**src/rtl/lab3_pkg.sv**
```systemverilog
// Shared constants for the lab3 button front-end and control FSM.
package lab3_pkg;

    localparam int unsigned N_BUTTONS       = 4;
    localparam int unsigned CLK_HZ          = 100_000_000;
    localparam int unsigned DEBOUNCE_MS     = 10;
    localparam int unsigned DEBOUNCE_CYCLES = (CLK_HZ / 1000) * DEBOUNCE_MS;
    localparam int unsigned BTN_IDX_W       = $clog2(N_BUTTONS);

    typedef logic [BTN_IDX_W-1:0] btn_idx_t;

    // Button indices as seen by the downstream control FSM
    localparam btn_idx_t CMD_INIT  = btn_idx_t'(1);
    localparam btn_idx_t CMD_ALPHA = btn_idx_t'(2);
    localparam btn_idx_t CMD_BRAVO = btn_idx_t'(3);

    // Width of a counter that must hold values 0..cycles
    function automatic int unsigned cnt_width(input int unsigned cycles);
        return (cycles < 1) ? 1 : $clog2(cycles + 1);
    endfunction

endpackage

```
**src/rtl/debounce_bit.sv**
```systemverilog
// One button channel: 2-flop synchronizer, stability counter, debounced
// level and single-cycle press/release pulses.
module debounce_bit
    import lab3_pkg::*;
#(
    parameter int unsigned DEBOUNCE_CYCLES = lab3_pkg::DEBOUNCE_CYCLES
) (
    input  logic clk,
    input  logic rst,
    input  logic button_n,
    output logic level,
    output logic press,
    output logic rel,
    output logic press_next
);

    localparam int unsigned      CNT_W    = cnt_width(DEBOUNCE_CYCLES);
    localparam logic [CNT_W-1:0] CNT_LAST = CNT_W'(DEBOUNCE_CYCLES - 1);

    logic             sync1_q, sync1_d;
    logic             sync2_q, sync2_d;
    logic [CNT_W-1:0] cnt_q, cnt_d;
    logic             level_q, level_d;
    logic             press_q, press_d;
    logic             rel_q, rel_d;
    logic             sync_hi;

    assign sync_hi = ~sync2_q;

    // Two-stage synchronizer for the asynchronous raw input
    always_comb begin
        sync1_d = button_n;
        sync2_d = sync1_q;
    end

    // Accept a new level after DEBOUNCE_CYCLES consecutive differing samples
    always_comb begin
        level_d = level_q;
        press_d = 1'b0;
        rel_d   = 1'b0;
        cnt_d   = '0;
        if (sync_hi != level_q) begin
            if (cnt_q == CNT_LAST) begin
                level_d = ~level_q;
                press_d = ~level_q;
                rel_d   = level_q;
            end else begin
                cnt_d = cnt_q + CNT_W'(1);
            end
        end
    end

    // State registers; synchronizer resets to the released state
    always_ff @(posedge clk) begin
        if (rst) begin
            sync1_q <= 1'b1;
            sync2_q <= 1'b1;
            cnt_q   <= '0;
            level_q <= 1'b0;
            press_q <= 1'b0;
            rel_q   <= 1'b0;
        end else begin
            sync1_q <= sync1_d;
            sync2_q <= sync2_d;
            cnt_q   <= cnt_d;
            level_q <= level_d;
            press_q <= press_d;
            rel_q   <= rel_d;
        end
    end

    assign level      = level_q;
    assign press      = press_q;
    assign rel        = rel_q;
    // Next-cycle press lets the parent register its command on the same edge
    assign press_next = press_d;

endmodule

```
**src/rtl/button_conditioner.sv**
```systemverilog
// Push-button front-end: per-button debounce plus a priority-encoded
// command strobe so the control FSM sees one event per press.
module button_conditioner
    import lab3_pkg::*;
#(
    parameter int unsigned N_BUTTONS       = lab3_pkg::N_BUTTONS,
    parameter int unsigned DEBOUNCE_CYCLES = lab3_pkg::DEBOUNCE_CYCLES
) (
    input  logic                                                 clk,
    input  logic                                                 rst,
    input  logic [N_BUTTONS-1:0]                                 button,
    output logic [N_BUTTONS-1:0]                                 btn_level,
    output logic [N_BUTTONS-1:0]                                 btn_press,
    output logic [N_BUTTONS-1:0]                                 btn_release,
    output logic                                                 cmd_valid,
    output logic [((N_BUTTONS > 1) ? $clog2(N_BUTTONS) : 1)-1:0] cmd_idx
);

    localparam int unsigned IDX_W = (N_BUTTONS > 1) ? $clog2(N_BUTTONS) : 1;

    logic [N_BUTTONS-1:0] press_next;
    logic                 cmd_valid_q, cmd_valid_d;
    logic [IDX_W-1:0]     cmd_idx_q, cmd_idx_d;

    genvar g;
    generate
        for (g = 0; g < N_BUTTONS; g++) begin : g_btn
            debounce_bit #(
                .DEBOUNCE_CYCLES(DEBOUNCE_CYCLES)
            ) u_debounce (
                .clk       (clk),
                .rst       (rst),
                .button_n  (button[g]),
                .level     (btn_level[g]),
                .press     (btn_press[g]),
                .rel       (btn_release[g]),
                .press_next(press_next[g])
            );
        end
    endgenerate

    // Lowest-index accepted press wins the command slot
    always_comb begin
        logic found;
        found       = 1'b0;
        cmd_idx_d   = '0;
        cmd_valid_d = |press_next;
        for (int unsigned i = 0; i < N_BUTTONS; i++) begin
            if (press_next[i] && !found) begin
                cmd_idx_d = IDX_W'(i);
                found     = 1'b1;
            end
        end
    end

    // Command registers, aligned with the btn_press pulses
    always_ff @(posedge clk) begin
        if (rst) begin
            cmd_valid_q <= 1'b0;
            cmd_idx_q   <= '0;
        end else begin
            cmd_valid_q <= cmd_valid_d;
            cmd_idx_q   <= cmd_idx_d;
        end
    end

    assign cmd_valid = cmd_valid_q;
    assign cmd_idx   = cmd_idx_q;

endmodule

```
**config.mk**
```make
export PLATFORM = sky130hd
export DESIGN_NAME = button_conditioner
export DESIGN_NICKNAME = d
export VERILOG_FILES = /design/src/rtl/lab3_pkg.sv /design/src/rtl/debounce_bit.sv /design/src/rtl/button_conditioner.sv
export SDC_FILE = /design/constraint.sdc
export NUM_CORES = 1
export LEC_CHECK = 0
export CAP_MARGIN = 10
export CORE_MARGIN = 2
export CORE_UTILIZATION = 30
export CTS_BUF_LIST = sky130_fd_sc_hd__clkbuf_16
export CTS_CLUSTER_SIZE = 8
export DETAILED_ROUTE_END_ITERATION = 8
export MAX_ROUTING_LAYER = met4
export SYNTH_ARGS = -nofsm -noshare
export SYNTH_HDL_FRONTEND = slang
export SYNTH_HIERARCHICAL = 1
export SYNTH_SLANG_ARGS = --single-unit
```
**constraint.sdc**
```tcl
create_clock -name clk -period 3.85 [get_ports clk]
set_input_delay 0.385 -clock clk [delete_from_list [all_inputs] [get_ports clk]]
set_output_delay 0.385 -clock clk [all_outputs]
set_load 0.01 [all_outputs]
```
==> qor.txt <==
leak pwr - 1.542 nW
reg2reg path depth - 6
clock latency of the later-clocked register in the worst-skew pair - 340 ps
die boundary height - 125.7 µm
Netlist Area Pre-Place - 0.004442 mm²
average detailed-routed wire length per instance - 12.75 µm
routed wire length - 8724 µm
CP Data Arrival Time - 2280 ps
number of buffers on the longest clock path - 2
DP Area - 0.004767 mm²
Placement Rows - 44
outcome - finished clean
fraction of the cycle the final worst path needs - 0.5346
power density over the cells - 387.8 mW/mm²
GRT Total Usage - 0.1172
filler cell count in the final layout - 1477
achievable frequency - 485.9 MHz
Post-synth top flop - sky130_fd_sc_hd__dfxtp_1
largest net degree at the start of global routing - 28
clock tree from TritonCTS - yes
slew of the pin with the lowest slew margin - 897.2 ps
flop-to-flop setup slack - 1790 ps
Cell Count, Final, Fillers Out - 684
arithmetic-cell share of the synthesized area counting full adders, half adders and majority gates - 0.01127
final slew viol count - 0
Synth async-reset ratio - 0
top-level port count - 21
Synth Warn # - 6
Clock Power Share - 0.438
signed area change from the synthesized netlist to the final layout - 13.41%
Residual DRC - 0
number of antenna violations at the first check in global routing - 0
post-synth top area cell - sky130_fd_sc_hd__dfxtp_1
H-tree Lvls - 3
placed cell count - 670
unrepaired setup endpoints after global routing - no
IO buf count - 20
Horiz. Die Dim - 125.7 µm
# Max-Cap Violations - 0
total power - 0.001954 W
Die Area - 0.01580 mm²
combinational group share of total power - 0.012
most common cell after layout, fill and taps aside - sky130_fd_sc_hd__dfxtp_1
Num CTS Buffers - 9
clock skew - 10.63 ps
Slew Limit Headroom - 0.4000
R2R Path End - cmd_idx[1]
crit start category - flip-flop
commonest cells after routing, fill and taps aside - sky130_fd_sc_hd__dfxtp_1, sky130_fd_sc_hd__nor2_1, sky130_fd_sc_hd__a21oi_1, sky130_fd_sc_hd__nand2_1, sky130_fd_sc_hd__xnor2_1
final net count - 507
global placement routability congestion - 0.7907
biggest area contributors in the synthesized netlist - sky130_fd_sc_hd__dfxtp_1, sky130_fd_sc_hd__xnor2_1, sky130_fd_sc_hd__nor2_1
Max VDD drop - 0.1893 mV
Worst setup startpoint - g_btn[3].u_debounce/cnt_q[12]
number of cells upsized or downsized after cts - 0
number of iterations in the first detailed-routing pass - 4
number of failing setup endpoints in the final timing report - 0
proportion of netlist area held by the largest area contributor - 0.4642
Cell variety after synth - 32
number of flip-flops and latches in the synthesized netlist - 103
first-pass GRT wire length - 14960 µm
switching power as a share of total power - 0.1974
worst hold path cell count - 1
DR vias/cell - 5.007
worst r2r src - g_btn[3].u_debounce/cnt_q[12]
via count of the first global-routing pass - 3258
total inserted antenna cells - 0
Num Clock Sinks - 103
final period demand of the worst path - 2058 ps
net load switching power - 0.0003856 W
initial core utilization - 0.3068
Synth Net Count - 488
average footprint of a synthesized cell - 9.292 µm²
internal power - 0.001568 W
sum of overflow across all layers after global routing - 0
number of violations reported at the end of detailed-routing iteration 0 - 93
post-synthesis simple-gate area fraction - 0.3121
fraction of final layout cells sized beyond drive strength 1 - 0.07800
clock transition at the registers of the reported paths - 60 ps
portion of total power attributed to sequential cells - 0.549
type of the worst setup path - flip-flop to flip-flop
vias post-DR - 3425
compound-gate portion of the synthesized area - 0.09521
EDFF count, synth - 0
kind of capture point of the worst setup path - flip-flop
Tightest Hold Check Type - flip-flop to flip-flop
final-report hold violation count - 0
end point of the most critical hold path - g_btn[2].u_debounce/sync2_q
setup_tns - 0 ps
postcts setup bufs - 0
Clk Tree Root Cell - sky130_fd_sc_hd__clkbuf_16
Floorplan Core Area - 0.01448 mm²
Final Cell Area - 0.005037 mm²
total half-perimeter wirelength after legalization and detailed placement - 6149 µm
synthesized-area fraction occupied by xor and xnor cells - 0.08676
post-synthesis cell count - 478
portion of the post-synthesis area used by sequential elements - 0.4642
Hold Buf Count CTS - 0
share of cell area taken by muxes after synthesis - 0
hold path startpoint - g_btn[2].u_debounce/sync1_q
largest family of logic cells by synthesized area - simple AND/OR/NAND/NOR gates
highest fanout seen on the critical path - 6
remaining number of nets flagged by the antenna check after routing - 0
Required @ worst endpoint - 4080 ps
power by group through the flow:
stage | Clock (W) | Combinational [W] | Sequential, W
finish | 0.000857 | 0.0000236 | 0.00107
global route | 0.000928 | 0.0000263 | 0.00107
CTS | 0.000881 | 0.0000239 | 0.00107
detailed placement | 0 | 0.0000238 | 0.00110
global placement | 0 | 0.0000231 | 0.00110
floorplan | 0 | 0.0000165 | 0.00110
synth_stat cells, drive strengths merged (4+ instances only):
master / instances
and3: 16
dfxtp: 103
a21oi: 33
or3: 16
xnor2: 28
a311oi: 4
nor2: 59
and2: 8
or4bb: 4
nor4: 13
buf: 8
ha: 4
xor2: 16
nor3: 8
clkbuf: 4
or4b: 8
inv: 8
or4: 12
or2: 12
a221o: 4
nand3: 24
o21ai: 16
nand2: 32
and4: 8
nand4: 16
o31ai: 12
final cells by class:
| cell class | count | area, µm² | share of cell area |
|---|---|---|---|
| Multi-Input combinational cell | 355 | 2245 | 0.4456 |
| Sequential cell | 103 | 2062 | 0.4093 |
| Tap cell | 184 | 230.2 | 0.04570 |
| Clock buffer | 9 | 225.2 | 0.04471 |
| Timing Repair Buffer | 20 | 200.2 | 0.03974 |
| Clock inverter | 5 | 45.04 | 0.008942 |
| Inverter | 8 | 30.03 | 0.005961 |
cell families after synthesis:
family,after synthesis
compound gates,70
xor+xnor,44
fa+ha+maj,4
buf+inv,20
flops,103
simple gates,237
flip-flops by register name, indices dropped and copies added, names as in the netlist:
signal and flops:
g_btn.u_debounce/sync1_q 4, g_btn.u_debounce/cnt_q 80, g_btn.u_debounce/sync2_q 4, g_btn.u_debounce/rel 4
cmd_valid 1, g_btn.u_debounce/level 4, cmd_idx 2, g_btn.u_debounce/press 4
metrics by stage:
| step | setup slack, ps | utilization | hold slack (ps) |
|---|---|---|---|
| 2_1_floorplan | 2071 | - | 389.5 |
| 3_3_place_gp | 1719 | 0.3292 | 392.9 |
| 3_5_place_dp | 1665 | 0.3292 | 393.4 |
| 4_1_cts | 1770 | 0.3479 | 403.2 |
| 5_1_grt | 1615 | 0.3479 | 421.5 |
| 6_report | 1792 | 0.3479 | 402.4 |
routing by layer:
| layer | vias to the layer above | part of all wire | track usage |
|---|---|---|---|
| li1 | 1770 | - | - |
| met1 | 1597 | 0.50 | 0.1521 |
| met2 | 45 | 0.45 | 0.1787 |
| met3 | 13 | 0.033 | 0.02082 |
| met4 | 0 | 0.017 | 0.05294 |
| met5 | - | 0 | - |
critical path, stage by stage (launching register included):
cell	delay [ps]
sky130_fd_sc_hd__dfxtp_1	370
sky130_fd_sc_hd__or4b_4	570
sky130_fd_sc_hd__nor4_4	380
sky130_fd_sc_hd__nand2_1	150
sky130_fd_sc_hd__nor2_1	190
sky130_fd_sc_hd__nor2_1	90
sky130_fd_sc_hd__nor4_2	210
worst max-delay path by stage:
| stage | end | slack (ps) |
|---|---|---|
| floorplan | cmd_idx[0] | 2070 |
| global placement | g_btn[2].u_debounce/cnt_q[19] | 1720 |
| detailed placement | g_btn[3].u_debounce/cnt_q[19] | 1660 |
| CTS | cmd_idx[1] | 1770 |
| global route | cmd_idx[1] | 1620 |
| finish | cmd_idx[1] | 1790 |
Power figures use the tool's default switching activity.
